File: src/rtl/lamp_fpu_div_post_if.sv
// Handshake bundle between the divider front-end, the iterative divider
// and the BF16 division post-processing stage.
interface lamp_fpu_div_post_if #(
  parameter int FRACT_DW = 7,
  parameter int EXP_DW   = 8
);
  localparam int Q_DW   = 2 * (1 + FRACT_DW);
  localparam int RES_DW = 1 + EXP_DW + FRACT_DW;

  logic                start_i;
  logic                ready_o;
  logic                sign_i;
  logic [EXP_DW+1:0]   exp_i;
  logic                special_i;
  logic [RES_DW-1:0]   special_res_i;
  logic                q_valid_i;
  logic [Q_DW-1:0]     q_i;
  logic                valid_o;
  logic                ready_i;
  logic [RES_DW-1:0]   res_o;
  logic                of_o;
  logic                uf_o;
  logic                nx_o;

  modport master (
    output start_i, sign_i, exp_i, special_i, special_res_i,
    output q_valid_i, q_i, ready_i,
    input  ready_o, valid_o, res_o, of_o, uf_o, nx_o
  );

  modport slave (
    input  start_i, sign_i, exp_i, special_i, special_res_i,
    input  q_valid_i, q_i, ready_i,
    output ready_o, valid_o, res_o, of_o, uf_o, nx_o
  );
endinterface

File: src/rtl/lamp_fpu_div_post.sv
// BF16 division post-processing: waits for the divider quotient, then
// normalizes, rounds to nearest-even and packs the result.
module lamp_fpu_div_post #(
  parameter int FRACT_DW = 7,
  parameter int EXP_DW   = 8
) (
  input  logic clk,
  input  logic rst,
  lamp_fpu_div_post_if.slave bus
);
  localparam int Q_DW   = 2 * (1 + FRACT_DW);
  localparam int RES_DW = 1 + EXP_DW + FRACT_DW;
  localparam int MW     = FRACT_DW + 1;
  localparam int EW     = EXP_DW + 2;

  localparam logic signed [EW-1:0] ONE  = EW'(1);
  localparam logic signed [EW-1:0] ZERO = '0;
  localparam logic signed [EW-1:0] EMAX = EW'((2 ** EXP_DW) - 1);

  localparam logic [Q_DW-1:0] LO1 =
    (Q_DW'(1) << (Q_DW - 1 - MW)) - Q_DW'(1);
  localparam logic [Q_DW-1:0] LO2 =
    (Q_DW'(1) << (Q_DW - 2 - MW)) - Q_DW'(1);
  localparam logic [Q_DW-1:0] LO3 =
    (Q_DW'(1) << (Q_DW - 3 - MW)) - Q_DW'(1);

  typedef enum logic [2:0] {
    IDLE, WAIT_Q, NORM, RND, OUT
  } state_t;

  state_t state, state_nx;

  logic                 sign_r;
  logic signed [EW-1:0] exp_r;
  logic [Q_DW-1:0]      q_r;
  logic                 zero_r;
  logic [FRACT_DW-1:0]  m_r;
  logic                 g_r;
  logic                 s_r;
  logic signed [EW-1:0] e_r;
  logic [RES_DW-1:0]    res_r;
  logic                 of_r;
  logic                 uf_r;
  logic                 nx_r;

  logic [FRACT_DW-1:0]  m_n;
  logic                 g_n;
  logic                 s_n;
  logic signed [EW-1:0] e_n;

  logic                 up;
  logic                 carry;
  logic [FRACT_DW-1:0]  f_rd;
  logic signed [EW-1:0] e_rd;
  logic [RES_DW-1:0]    res_n;
  logic                 of_n;
  logic                 uf_n;
  logic                 nx_n;

  always_ff @(posedge clk or negedge rst) begin
    if (!rst) state <= IDLE;
    else      state <= state_nx;
  end

  always_comb begin
    state_nx = state;
    unique case (state)
      IDLE:
        if (bus.start_i)
          state_nx = bus.special_i ? OUT : WAIT_Q;
      WAIT_Q:
        if (bus.q_valid_i) state_nx = NORM;
      NORM:    state_nx = RND;
      RND:     state_nx = OUT;
      OUT:
        if (bus.ready_i) state_nx = IDLE;
      default: state_nx = IDLE;
    endcase
  end

  // Hidden bit is implied by the selected leading one, so only the
  // stored fraction is kept.
  always_comb begin
    m_n = q_r[Q_DW-4 -: FRACT_DW];
    g_n = q_r[Q_DW-3-MW];
    s_n = |(q_r & LO3);
    e_n = exp_r - ONE;
    priority case (1'b1)
      q_r[Q_DW-1]: begin
        m_n = q_r[Q_DW-2 -: FRACT_DW];
        g_n = q_r[Q_DW-1-MW];
        s_n = |(q_r & LO1);
        e_n = exp_r + ONE;
      end
      q_r[Q_DW-2]: begin
        m_n = q_r[Q_DW-3 -: FRACT_DW];
        g_n = q_r[Q_DW-2-MW];
        s_n = |(q_r & LO2);
        e_n = exp_r;
      end
      default: ;
    endcase
  end

  // A fraction wrap to zero on round-up is exactly the 1.0 carry case.
  always_comb begin
    up    = g_r & (s_r | m_r[0]);
    carry = up & (&m_r);
    f_rd  = m_r + FRACT_DW'(up);
    e_rd  = carry ? e_r + ONE : e_r;
    res_n = {sign_r, e_rd[EXP_DW-1:0], f_rd};
    of_n  = 1'b0;
    uf_n  = 1'b0;
    nx_n  = g_r | s_r;
    if (zero_r) begin
      res_n = {sign_r, {(RES_DW-1){1'b0}}};
      uf_n  = 1'b1;
      nx_n  = 1'b0;
    end else if (e_rd >= EMAX) begin
      res_n = {sign_r, {EXP_DW{1'b1}}, {FRACT_DW{1'b0}}};
      of_n  = 1'b1;
      nx_n  = 1'b1;
    end else if (e_rd <= ZERO) begin
      res_n = {sign_r, {(RES_DW-1){1'b0}}};
      uf_n  = 1'b1;
      nx_n  = 1'b1;
    end
  end

  always_ff @(posedge clk or negedge rst) begin
    if (!rst) begin
      sign_r <= 1'b0;
      exp_r  <= '0;
      q_r    <= '0;
      zero_r <= 1'b0;
      m_r    <= '0;
      g_r    <= 1'b0;
      s_r    <= 1'b0;
      e_r    <= '0;
      res_r  <= '0;
      of_r   <= 1'b0;
      uf_r   <= 1'b0;
      nx_r   <= 1'b0;
    end else begin
      unique case (state)
        IDLE:
          if (bus.start_i) begin
            sign_r <= bus.sign_i;
            exp_r  <= bus.exp_i;
            if (bus.special_i) begin
              res_r <= bus.special_res_i;
              of_r  <= 1'b0;
              uf_r  <= 1'b0;
              nx_r  <= 1'b0;
            end
          end
        WAIT_Q:
          if (bus.q_valid_i) q_r <= bus.q_i;
        NORM: begin
          zero_r <= (q_r == '0);
          m_r    <= m_n;
          g_r    <= g_n;
          s_r    <= s_n;
          e_r    <= e_n;
        end
        RND: begin
          res_r <= res_n;
          of_r  <= of_n;
          uf_r  <= uf_n;
          nx_r  <= nx_n;
        end
        default: ;
      endcase
    end
  end

  assign bus.ready_o = (state == IDLE);
  assign bus.valid_o = (state == OUT);
  assign bus.res_o   = res_r;
  assign bus.of_o    = of_r;
  assign bus.uf_o    = uf_r;
  assign bus.nx_o    = nx_r;

endmodule
File: src/flat_wrapper.sv
// flat-port wrapper written by rule: the top's interface ports become plain ports
module lamp_fpu_div_post_flat 
#(
  parameter int FRACT_DW = 7,
  parameter int EXP_DW   = 8
)
  (clk, rst, bus_start_i, bus_sign_i, bus_exp_i, bus_special_i, bus_special_res_i, bus_q_valid_i, bus_q_i, bus_ready_i, bus_ready_o, bus_valid_o, bus_res_o, bus_of_o, bus_uf_o, bus_nx_o);
  lamp_fpu_div_post_if #(.FRACT_DW(FRACT_DW), .EXP_DW(EXP_DW)) bus_i ();
  input  logic clk;
  input  logic rst;
  input wire logic [$bits(bus_i.start_i)-1:0] bus_start_i;
  input wire logic [$bits(bus_i.sign_i)-1:0] bus_sign_i;
  input wire logic [$bits(bus_i.exp_i)-1:0] bus_exp_i;
  input wire logic [$bits(bus_i.special_i)-1:0] bus_special_i;
  input wire logic [$bits(bus_i.special_res_i)-1:0] bus_special_res_i;
  input wire logic [$bits(bus_i.q_valid_i)-1:0] bus_q_valid_i;
  input wire logic [$bits(bus_i.q_i)-1:0] bus_q_i;
  input wire logic [$bits(bus_i.ready_i)-1:0] bus_ready_i;
  output wire logic [$bits(bus_i.ready_o)-1:0] bus_ready_o;
  output wire logic [$bits(bus_i.valid_o)-1:0] bus_valid_o;
  output wire logic [$bits(bus_i.res_o)-1:0] bus_res_o;
  output wire logic [$bits(bus_i.of_o)-1:0] bus_of_o;
  output wire logic [$bits(bus_i.uf_o)-1:0] bus_uf_o;
  output wire logic [$bits(bus_i.nx_o)-1:0] bus_nx_o;
  assign bus_i.start_i = bus_start_i;
  assign bus_i.sign_i = bus_sign_i;
  assign bus_i.exp_i = bus_exp_i;
  assign bus_i.special_i = bus_special_i;
  assign bus_i.special_res_i = bus_special_res_i;
  assign bus_i.q_valid_i = bus_q_valid_i;
  assign bus_i.q_i = bus_q_i;
  assign bus_i.ready_i = bus_ready_i;
  assign bus_ready_o = bus_i.ready_o;
  assign bus_valid_o = bus_i.valid_o;
  assign bus_res_o = bus_i.res_o;
  assign bus_of_o = bus_i.of_o;
  assign bus_uf_o = bus_i.uf_o;
  assign bus_nx_o = bus_i.nx_o;
  lamp_fpu_div_post #(.FRACT_DW(FRACT_DW), .EXP_DW(EXP_DW)) u_core (.clk(clk), .rst(rst), .bus(bus_i));
endmodule
File: config.mk
export PLATFORM = sky130hd
export DESIGN_NAME = lamp_fpu_div_post_flat
export DESIGN_NICKNAME = d
export VERILOG_FILES = /design/src/rtl/lamp_fpu_div_post_if.sv /design/src/rtl/lamp_fpu_div_post.sv /design/src/flat_wrapper.sv
export SDC_FILE = /design/constraint.sdc
export NUM_CORES = 1
export LEC_CHECK = 0
export ABC_CLOCK_PERIOD_IN_PS = 4500
export BUFFER_PORTS_ARGS = -buffer_cell sky130_fd_sc_hd__buf_2
export CAP_MARGIN = 20
export CORE_MARGIN = 2
export CORE_UTILIZATION = 39
export DETAILED_ROUTE_END_ITERATION = 10
export PLACE_DENSITY = 0.57
export SLEW_MARGIN = 20
export SYNTH_ARGS = -nofsm -noshare
export SYNTH_HDL_FRONTEND = slang
export SYNTH_SLANG_ARGS = --single-unit
File: constraint.sdc
create_clock -name clk -period 4.5 [get_ports clk]
set_input_delay 0.9 -clock clk [delete_from_list [all_inputs] [get_ports clk]]
set_output_delay 0.9 -clock clk [all_outputs]
set_load 0.03 [all_outputs]
Yosys cells after proc, flatten, opt, wreduce, memory -nomap -nowiden
Index checks and enable logic that the tools add are counted.
W data, S select, Z words.
- register bits: 69
- input bits: 49
- output and inout port bits: 21
- logic and storage cells: 75
- add/subtract/negate cells: 4
- magnitude comparators: 2
- equal/unequal tests: 8
- multiplexer cells: 33
- bitwise gates (word level): 4
- reductions and logical operators: 11
- operators with widths (cell ; number):
    $mux W15 ; 3
    $mux W16 ; 2
    $pmux W16 S2 ; 1
    $mux W10 ; 3
    $add A10 B2 Y10 const B ; 2
    $logic_not A16 Y1 ; 1
    $pmux W3 S5 ; 1
    $mux W1 ; 14
    $mux W7 ; 2
    $mux W3 ; 4
    $ge A10 B9 Y1 const B ; 1
    $le A10 B1 Y1 const B ; 1
    $sub A10 B2 Y10 const B ; 1
    $ne A2 B2 Y1 const B ; 4
    $add A7 B1 Y7 ; 1
    $reduce_and A7 Y1 ; 1
    $reduce_or A7 Y1 ; 1
    $eq A3 B2 Y1 const B ; 2
    $pmux W1 S2 ; 3
    $reduce_and A3 Y1 ; 2
    $reduce_or A6 Y1 ; 1
    $reduce_or A5 Y1 ; 1
    $reduce_and A2 Y1 ; 2
    $eq A3 B1 Y1 const B ; 1
    5 further kinds ; 7

Longest topological paths before layout
Gate-level depths: netlist of the first run.
- word-level depth: 9
- gate-level depth with buffers: 8
- mapped depth without buffers: 7

Least setup slack after synthesis of the first run
No wires, ideal clock.
- path kind: reg-to-reg
- start: register u_core.state[1]
- end: register u_core.exp_r[5]
- library setup time: 125 ps
- data arrival time: 2285 ps
- data required time: 4375 ps
- path slack: 2090 ps
- cell stages (with the launch flop): 6
- path buffers: 2
- period minus slack after synthesis: 2410 ps
- cell sequence: dfrtp_1 -> clkbuf_8 -> nor3_1 -> and2_0 -> clkbuf_1 -> mux2_2
- longest elaborated chain between the ends: 2
- ends and longest elaborated chain (what ; RTL line ; source):
    start: declaration ; lamp_fpu_div_post.sv:31 ; state_t state, state_nx;
    start signal: assignment ; lamp_fpu_div_post.sv:62 ; else state <= state_nx;
    $logic_not A3 Y1 ; - ;
    net bus_ready_o ; flat_wrapper.sv:19 ; output wire logic [$bits(bus_i.ready_o)-1:0] bus_ready_o;
    $reduce_and A2 Y1 (no line) ; - ;
    end signal: assignment ; lamp_fpu_div_post.sv:149 ; exp_r <= bus.exp_i;
    end: declaration ; lamp_fpu_div_post.sv:34 ; logic signed [EW-1:0] exp_r;
The timed path passes the listed nets, and every way through them passes these cells.
A chain may end at the register's enable or synchronous reset.

Worst setup path after layout of the first run
- start: register u_core.e_r[0]
- end: register u_core.res_r[3], in the netlist u_core.bus.res_o[3]
- longest elaborated chain between the ends: 7
- elaborated cells on any way between the ends: 8
- those cells by class: add/sub: 1; order compare: 2; mux: 5
- ends and longest elaborated chain (what ; RTL line ; source):
    start: declaration ; lamp_fpu_div_post.sv:40 ; logic signed [EW-1:0] e_r;
    start signal: assignment ; lamp_fpu_div_post.sv:164 ; e_r <= e_n;
    $add A10 B2 Y10 ; lamp_fpu_div_post.sv:110 ; e_rd = carry ? e_r + ONE : e_r;
    $mux W10 (*) ; lamp_fpu_div_post.sv:110 ;
    $le A10 B1 Y1 ; lamp_fpu_div_post.sv:123 ; end else if (e_rd <= ZERO) begin
    $mux W15 ; lamp_fpu_div_post.sv:123 ;
    $mux W15 (*) ; lamp_fpu_div_post.sv:119 ; end else if (e_rd >= EMAX) begin
    $mux W15 (*) ; lamp_fpu_div_post.sv:115 ; if (zero_r) begin
    $pmux W16 S2 (*) ; lamp_fpu_div_post.sv:145 ; unique case (state)
    end signal: assignment ; lamp_fpu_div_post.sv:151 ; res_r <= bus.special_res_i;
    end signal: assignment ; lamp_fpu_div_post.sv:167 ; res_r <= res_n;
    end: declaration ; lamp_fpu_div_post.sv:41 ; logic [RES_DW-1:0] res_r;
Mark *: on every way between the ends. The rest lies on a longest branch, timed or not.

==> results_dict.tcl, run 1 <==
set metrics [dict create \
    fin_nets 510 \
    path_clk_slew_ps 80 \
    antenna_cells 0 \
    skew_ps 9.106 \
    h-tree-depth 3 \
    synth_common_cells "dfrtp_1, nand2_1, nor2_1, o21ai_0, mux2_2" \
    vias 3007 \
    startpoint "u_core.e_r[0]$_DFFE_PN0N_" \
    grt_pass1_wl_mm 14.37 \
    synth_area_leaders "dfrtp_1, mux2_2, nand2_1, o21ai_0, xnor2_1" \
    overflow 0 \
    clock_sink_count 69 \
    hpwlAfterDp_mm 6.067 \
    postCtsHoldBufs 0 \
    path_cells "ha_1 > inv_1 > nor4_4 > mux2_4 > a2111o_2 > o22ai_1" \
    synth_most_common_cell "dfrtp_1" \
    via_per_inst 5.062 \
    post_cts_resized 0 \
    crit_arrival_ps 2680 \
    area_delta_synth_final_pct 17.24 \
    synth_area_leader_cell "dfrtp_1" \
    drive_gt1_frac 0.2885 \
    synth_nets 449 \
    crit_type "flop to flop" \
    worstSetupStartpointType "flop" \
    post_drt_wl_per_cell_um 14.15 \
    drc 0 \
    critPathBufInv 1 \
    cts_inserted_buffers 9 \
    synth_edf_count 0 \
    ys_types 53 \
    yosys.area.top_type_share 0.4405 \
    root_buffer "clkbuf_8" \
    synthArstFlopShare 1.000 \
    std_cell_rows 36 \
    setup_violations 0 \
    grt.total_usage 0.1636 \
    start_util 0.4010 \
    fmax_mhz 414.9 \
    drtPass1Iterations 6 \
    cp-end-kind "flop" \
    crit_path_max_fanout 7 \
    place_area_um2 4315 \
    design.core.area_um2 9774 \
    crit_family "compound AO/OA/AOI/OAI gates" \
    p_leak_uw 0.001997 \
    critPathCapture "u_core.bus.res_o[3]$_DFFE_PN0P_" \
    ys_seq_elements 69 \
    cpPeakStageDelay_ps 510 \
    slowest_stage "a2111o_2" \
    cp.required_ps 4770 \
    grt_pass1_vias 2798 \
    postCtsSetupRepairBufs 0 \
    die_w_um 104.3 \
    fin_tns_setup_ps 0 \
    regToRegEndpoint "u_core.bus.res_o[3]$_DFFE_PN0P_" \
    synth_area_um2 3920 \
    tightestPinTransition_ps 1030 \
    cts_buffer_depth 2 \
    globalplace.congestion 0.8578 \
    drv_cap 0 \
    rsz0062_at_grt "no" \
    ys_seq_area_frac 0.4405 \
    relSlewSlack 0.3105 \
    ff2ff_setup_slack_ps 2090 \
    io_pins 70 \
    ant_nets 0 \
    drtIter0Drc 130 \
    syn_inst 395 \
    timing.rr.start "u_core.e_r[0]$_DFFE_PN0N_" \
    clock_latency_ps 350 \
    slew_viol_final 0 \
    cp.depth 6 \
    yosysWarnings 0 \
    finalCriticalPeriod_ps 2410 \
    fin_area_um2 4596 \
    status "finished clean" \
    die-area_um2 10870 \
    wl_mm 8.407 \
    ir_drop_mv 0.3824 \
    synth-main-ff-cell "dfrtp_1" \
    cts_tree "yes" \
    p_per_area_nw_per_um2 733.8 \
    dieHeight_um 104.3 \
    hp-class "flop to flop" \
    avgSynthCellArea_um2 9.924 \
    min_period_over_period 0.5356 \
    reg2regPathDepth 6 \
    grt_max_degree 41 \
    antenna_found_initial 0 \
    numPortBuffers 69 \
    finalHoldViolCount 0 \
]
[metrics by stage]
step / hold WS [ps] / std cells / worst slack (ps) / power, uW / utilization
after global placement: 459.6 / 578 / 2144 / 2652 / 0.4415
after global routing: 517.8 / 594 / 1900 / 3633 / 0.4702
final: 478.5 / 594 / 2090 / 3372 / 0.4702
after floorplan: 471.6 / 395 / 2090 / 2357 / -
after CTS: 485.7 / 594 / 2094 / 3397 / 0.4702
after detailed placement: 468.0 / 578 / 2096 / 2680 / 0.4415
[routing by layer]
layer,up-vias,global-route usage,share of wire
met5,-,0,0
met4,0,0.06081,0.015
met3,11,0.03571,0.047
met2,83,0.2223,0.41
met1,1373,0.2513,0.53
li1,1540,-,-
[cells by family after synthesis]
| family | count (synthesis) | share of synthesized area |
|---|---|---|
| adder cells (fa/ha/maj) | 5 | 0.01596 |
| buffers and inverters | 30 | 0.04437 |
| multiplexers | 40 | 0.1117 |
| AO/OA/AOI/OAI | 88 | 0.1459 |
| flip-flops | 69 | 0.4405 |
| XOR/XNOR | 25 | 0.05586 |
| AND/OR/NAND/NOR | 138 | 0.1858 |
[report_power, final]
group          leakage (uW)  internal (uW)  switching (uW)
clock network      0.000140            457             248
registers          0.000828            911             394
logic               0.00103            600             762
total               0.00200           1970            1400
[worst min-delay path by stage]
| stage | start | cells after the start | to |
|---|---|---|---|
| after floorplan | u_core.q_r[2]$_DFFE_PN0P_ | 1 | u_core.q_r[2]$_DFFE_PN0P_ |
| after global placement | u_core.bus.of_o$_DFFE_PN0P_ | 2 | u_core.bus.of_o$_DFFE_PN0P_ |
| after detailed placement | u_core.bus.of_o$_DFFE_PN0P_ | 2 | u_core.bus.of_o$_DFFE_PN0P_ |
| after CTS | u_core.bus.of_o$_DFFE_PN0P_ | 2 | u_core.bus.of_o$_DFFE_PN0P_ |
| after global routing | u_core.bus.uf_o$_DFFE_PN0P_ | 2 | u_core.bus.uf_o$_DFFE_PN0P_ |
| final | u_core.bus.res_o[15]$_DFFE_PN0P_ | 2 | u_core.bus.res_o[15]$_DFFE_PN0P_ |
[cells in the final DEF, fill, tap and decap left out, types with 2 or more instances in the layout]
cell / synthesis / final
a21o_1: 3 / 3
a21oi_1: 25 / 25
a221oi_1: 2 / 2
and3_2: 3 / 3
buf_2: 0 / 69
buf_4: 0 / 2
bufinv_16: 0 / 4
clkbuf_8: 5 / 11
dfrtp_1: 69 / 69
ha_1: 5 / 5
inv_1: 9 / 9
mux2_2: 26 / 26
mux2i_1: 13 / 13
nand2_1: 46 / 46
nand3_1: 13 / 13
nand3b_1: 2 / 2
nand4_1: 3 / 3
nand4_4: 2 / 2
nor2_1: 35 / 35
nor2b_1: 4 / 4
nor3_1: 6 / 6
nor4_1: 6 / 6
nor4_4: 2 / 2
o21ai_0: 28 / 28
o22a_1: 4 / 4
o22ai_1: 8 / 8
o31ai_1: 5 / 5
o41ai_1: 2 / 2
or2_2: 4 / 4
or4_1: 3 / 3
xnor2_1: 16 / 16
xor2_1: 9 / 9
[registers in the layout (all words and copies together) (netlist names)]
name and cells:
u_core.g_r 1, u_core.zero_r 1, u_core.s_r 1, u_core.state 3, u_core.q_r 16, u_core.bus.nx_o 1
u_core.exp_r 10, u_core.m_r 7, u_core.sign_r 1, u_core.bus.res_o 16, u_core.bus.of_o 1, u_core.e_r 10
u_core.bus.uf_o 1
[layout make-up]
cell class,count,area [um^2]
repair buffers,71,360.3
multi-input cells,296,2028
clock inverters,5,128.9
well taps,133,166.4
flip-flops and latches,69,1727
clock buffers,11,151.4
fillers,973,5179
inverters,9,33.78
[worst reg2reg max path: stages (launching register included)]
cell and delay [ps]:
dfrtp_1 470, ha_1 310, inv_1 100, nor4_4 370, mux2_4 380, a2111o_2 510, o22ai_1 200
Power figures use the tool's default switching activity.
==> inputs of run 2 (changes only) <==
- ABC_CLOCK_PERIOD_IN_PS: 4500 -> 2200
- PLACE_DENSITY: 0.57 -> 0.59
- clock period: 4.5 -> 2.2 ns (I/O delays scaled with it)
==> run 2 against run 1 <==
Against the previous run: worst hold slack got worse by 380 ps; sequential cell count unchanged; cell count increased by 5.2%; register-to-register slack got worse by 2100 ps; core utilization increased by 2.3 points; critical path type unchanged; largest cell class unchanged.
==> results_dict.tcl, run 2 (same netlist as run 1, synthesis figures left out) <==
set metrics [dict create \
    status "finished clean" \
    fin_nets 541 \
    final_cell_mix "buf_2, dfrtp_1, nand2_1" \
    tightestPinTransition_ps 463.9 \
    std_cell_rows 36 \
    fmax_mhz 456.3 \
    grt_max_degree 70 \
    fin_tns_setup_ps 0 \
    crit_path_max_fanout 7 \
    relSlewSlack 0.6907 \
    antenna_found_initial 0 \
    overflow 0 \
    hp-class "input port to async pin" \
    grt_pass1_vias 3102 \
    cp-end-kind "flop" \
    ant_nets 0 \
    timing.rr.start "u_core.m_r[0]$_DFFE_PN0N_" \
    p_per_area_nw_per_um2 1417 \
    cts_buffer_depth 2 \
    reg2regPathDepth 6 \
    ff2ff_setup_slack_ps 9 \
    startpoint "u_core.m_r[0]$_DFFE_PN0N_" \
    crit_arrival_ps 2460 \
    cts_inserted_buffers 9 \
    die-area_um2 10870 \
    min_period_over_period 0.9961 \
    root_buffer "clkbuf_8" \
    drtPass1Iterations 4 \
    ir_drop_mv 0.8421 \
    setup_violations 0 \
    h-tree-depth 3 \
    die_w_um 104.3 \
    design.core.area_um2 9774 \
    drc 0 \
    dieHeight_um 104.3 \
    multi_input_area_um2 2078 \
    area_delta_synth_final_pct 23.01 \
    stdcell_count 625 \
    seq_area_um2 1730 \
    start_util 0.4010 \
    via_per_inst 5.014 \
    fillers 956 \
    cts_tree "yes" \
    rsz0062_at_grt "yes" \
    clock_latency_ps 350 \
    grt_pass1_wl_mm 15.06 \
    finalCriticalPeriod_ps 2191 \
    post_drt_wl_per_cell_um 14.12 \
    finalHoldViolCount 0 \
    numPortBuffers 69 \
    worstSetupStartpointType "flop" \
    fin_hold_ws_ps 102.2 \
    drive_gt1_frac 0.3577 \
    drv_cap 0 \
    skew_ps 9.333 \
    total_power_uw 6835 \
    antenna_cells 0 \
    slew_viol_final 0 \
    clock_sink_count 69 \
    p_leak_uw 0.002131 \
    globalplace.congestion 0.8862 \
    io_pins 70 \
    dp_cells 607 \
    cp.required_ps 2470 \
    grt.total_usage 0.1712 \
    postCtsHoldBufs 0 \
    path_clk_slew_ps 80 \
    drtIter0Drc 90 \
    vias 3134 \
    final_common_cell "buf_2" \
    crit_type "flop to flop" \
    hpwlAfterDp_mm 6.593 \
    wl_mm 8.827 \
    regToRegEndpoint "u_core.bus.res_o[3]$_DFFE_PN0P_" \
    critPathCapture "u_core.bus.res_o[3]$_DFFE_PN0P_" \
]
[run 2: timing repair]
| item | in CTS | in global routing |
|---|---|---|
| hold endpoints to repair | 0 | 0 |
| setup endpoints to repair | 7 | 9 |
| gates resized for setup | 4 | 8 |
| cloned | 0 | 0 |
| buffers inserted | 1 | 1 |
| pin swaps | 3 | 11 |
[run 2: area by class of cell]
type / instances / area share
well taps: 133 / 0.03451
flip-flops and latches: 69 / 0.3588
repair buffers: 102 / 0.1282
clock inverters: 4 / 0.006227
clock buffers: 12 / 0.03425
multi-input cells: 296 / 0.4310
inverters: 9 / 0.007006
[run 2: worst min path at each step]
stage | startpoint | end | slack [ps] | depth (start not counted)
after floorplan | rst | u_core.bus.nx_o$_DFFE_PN0P_ | 140 | 0
after global placement | u_core.bus.of_o$_DFFE_PN0P_ | u_core.bus.of_o$_DFFE_PN0P_ | 460 | 2
after detailed placement | u_core.bus.of_o$_DFFE_PN0P_ | u_core.bus.of_o$_DFFE_PN0P_ | 460 | 2
after CTS | rst | u_core.q_r[0]$_DFFE_PN0P_ | 110 | 2
after global routing | rst | u_core.q_r[1]$_DFFE_PN0P_ | 130 | 2
final | rst | u_core.q_r[0]$_DFFE_PN0P_ | 100 | 2
[run 2: per-layer routing]
| metal | track usage | vias to the layer above | wire length, um |
|---|---|---|---|
| met3 | 0.04135 | 9 | 398 |
| met1 | 0.2481 | 1455 | 4474 |
| met2 | 0.2561 | 71 | 3844 |
| met4 | 0.04633 | 0 | 109 |
| li1 | - | 1599 | - |
| met5 | 0 | - | 0 |
[run 2: worst max-delay path, cell delays in order, from the launching register on]
cell and delay [ps]:
dfrtp_1 400, nand4_4 130, buf_12 160, nor4_4 310, mux2_4 370, a2111o_2 570
o22ai_1 180
[run 2: where the power goes]
part	internal, uW	leakage [uW]	total, uW	switching [uW]
Combinational	1500	0.00121	3360	1860
Clock	505	0.0000990	991	486
Sequential	1870	0.000825	2490	614
Total	3880	0.00213	6840	2960
[run 2: stage by stage]
stage	cell area, um^2	setup slack (ps)	util
3_5_place_dp	4551	7.363	0.4656
6_report	4822	8.561	0.4933
2_1_floorplan	3925	18.67	-
4_1_cts	4780	7.516	0.4890
3_3_place_gp	4551	48.23	0.4656
5_1_grt	4822	-49.79	0.4933
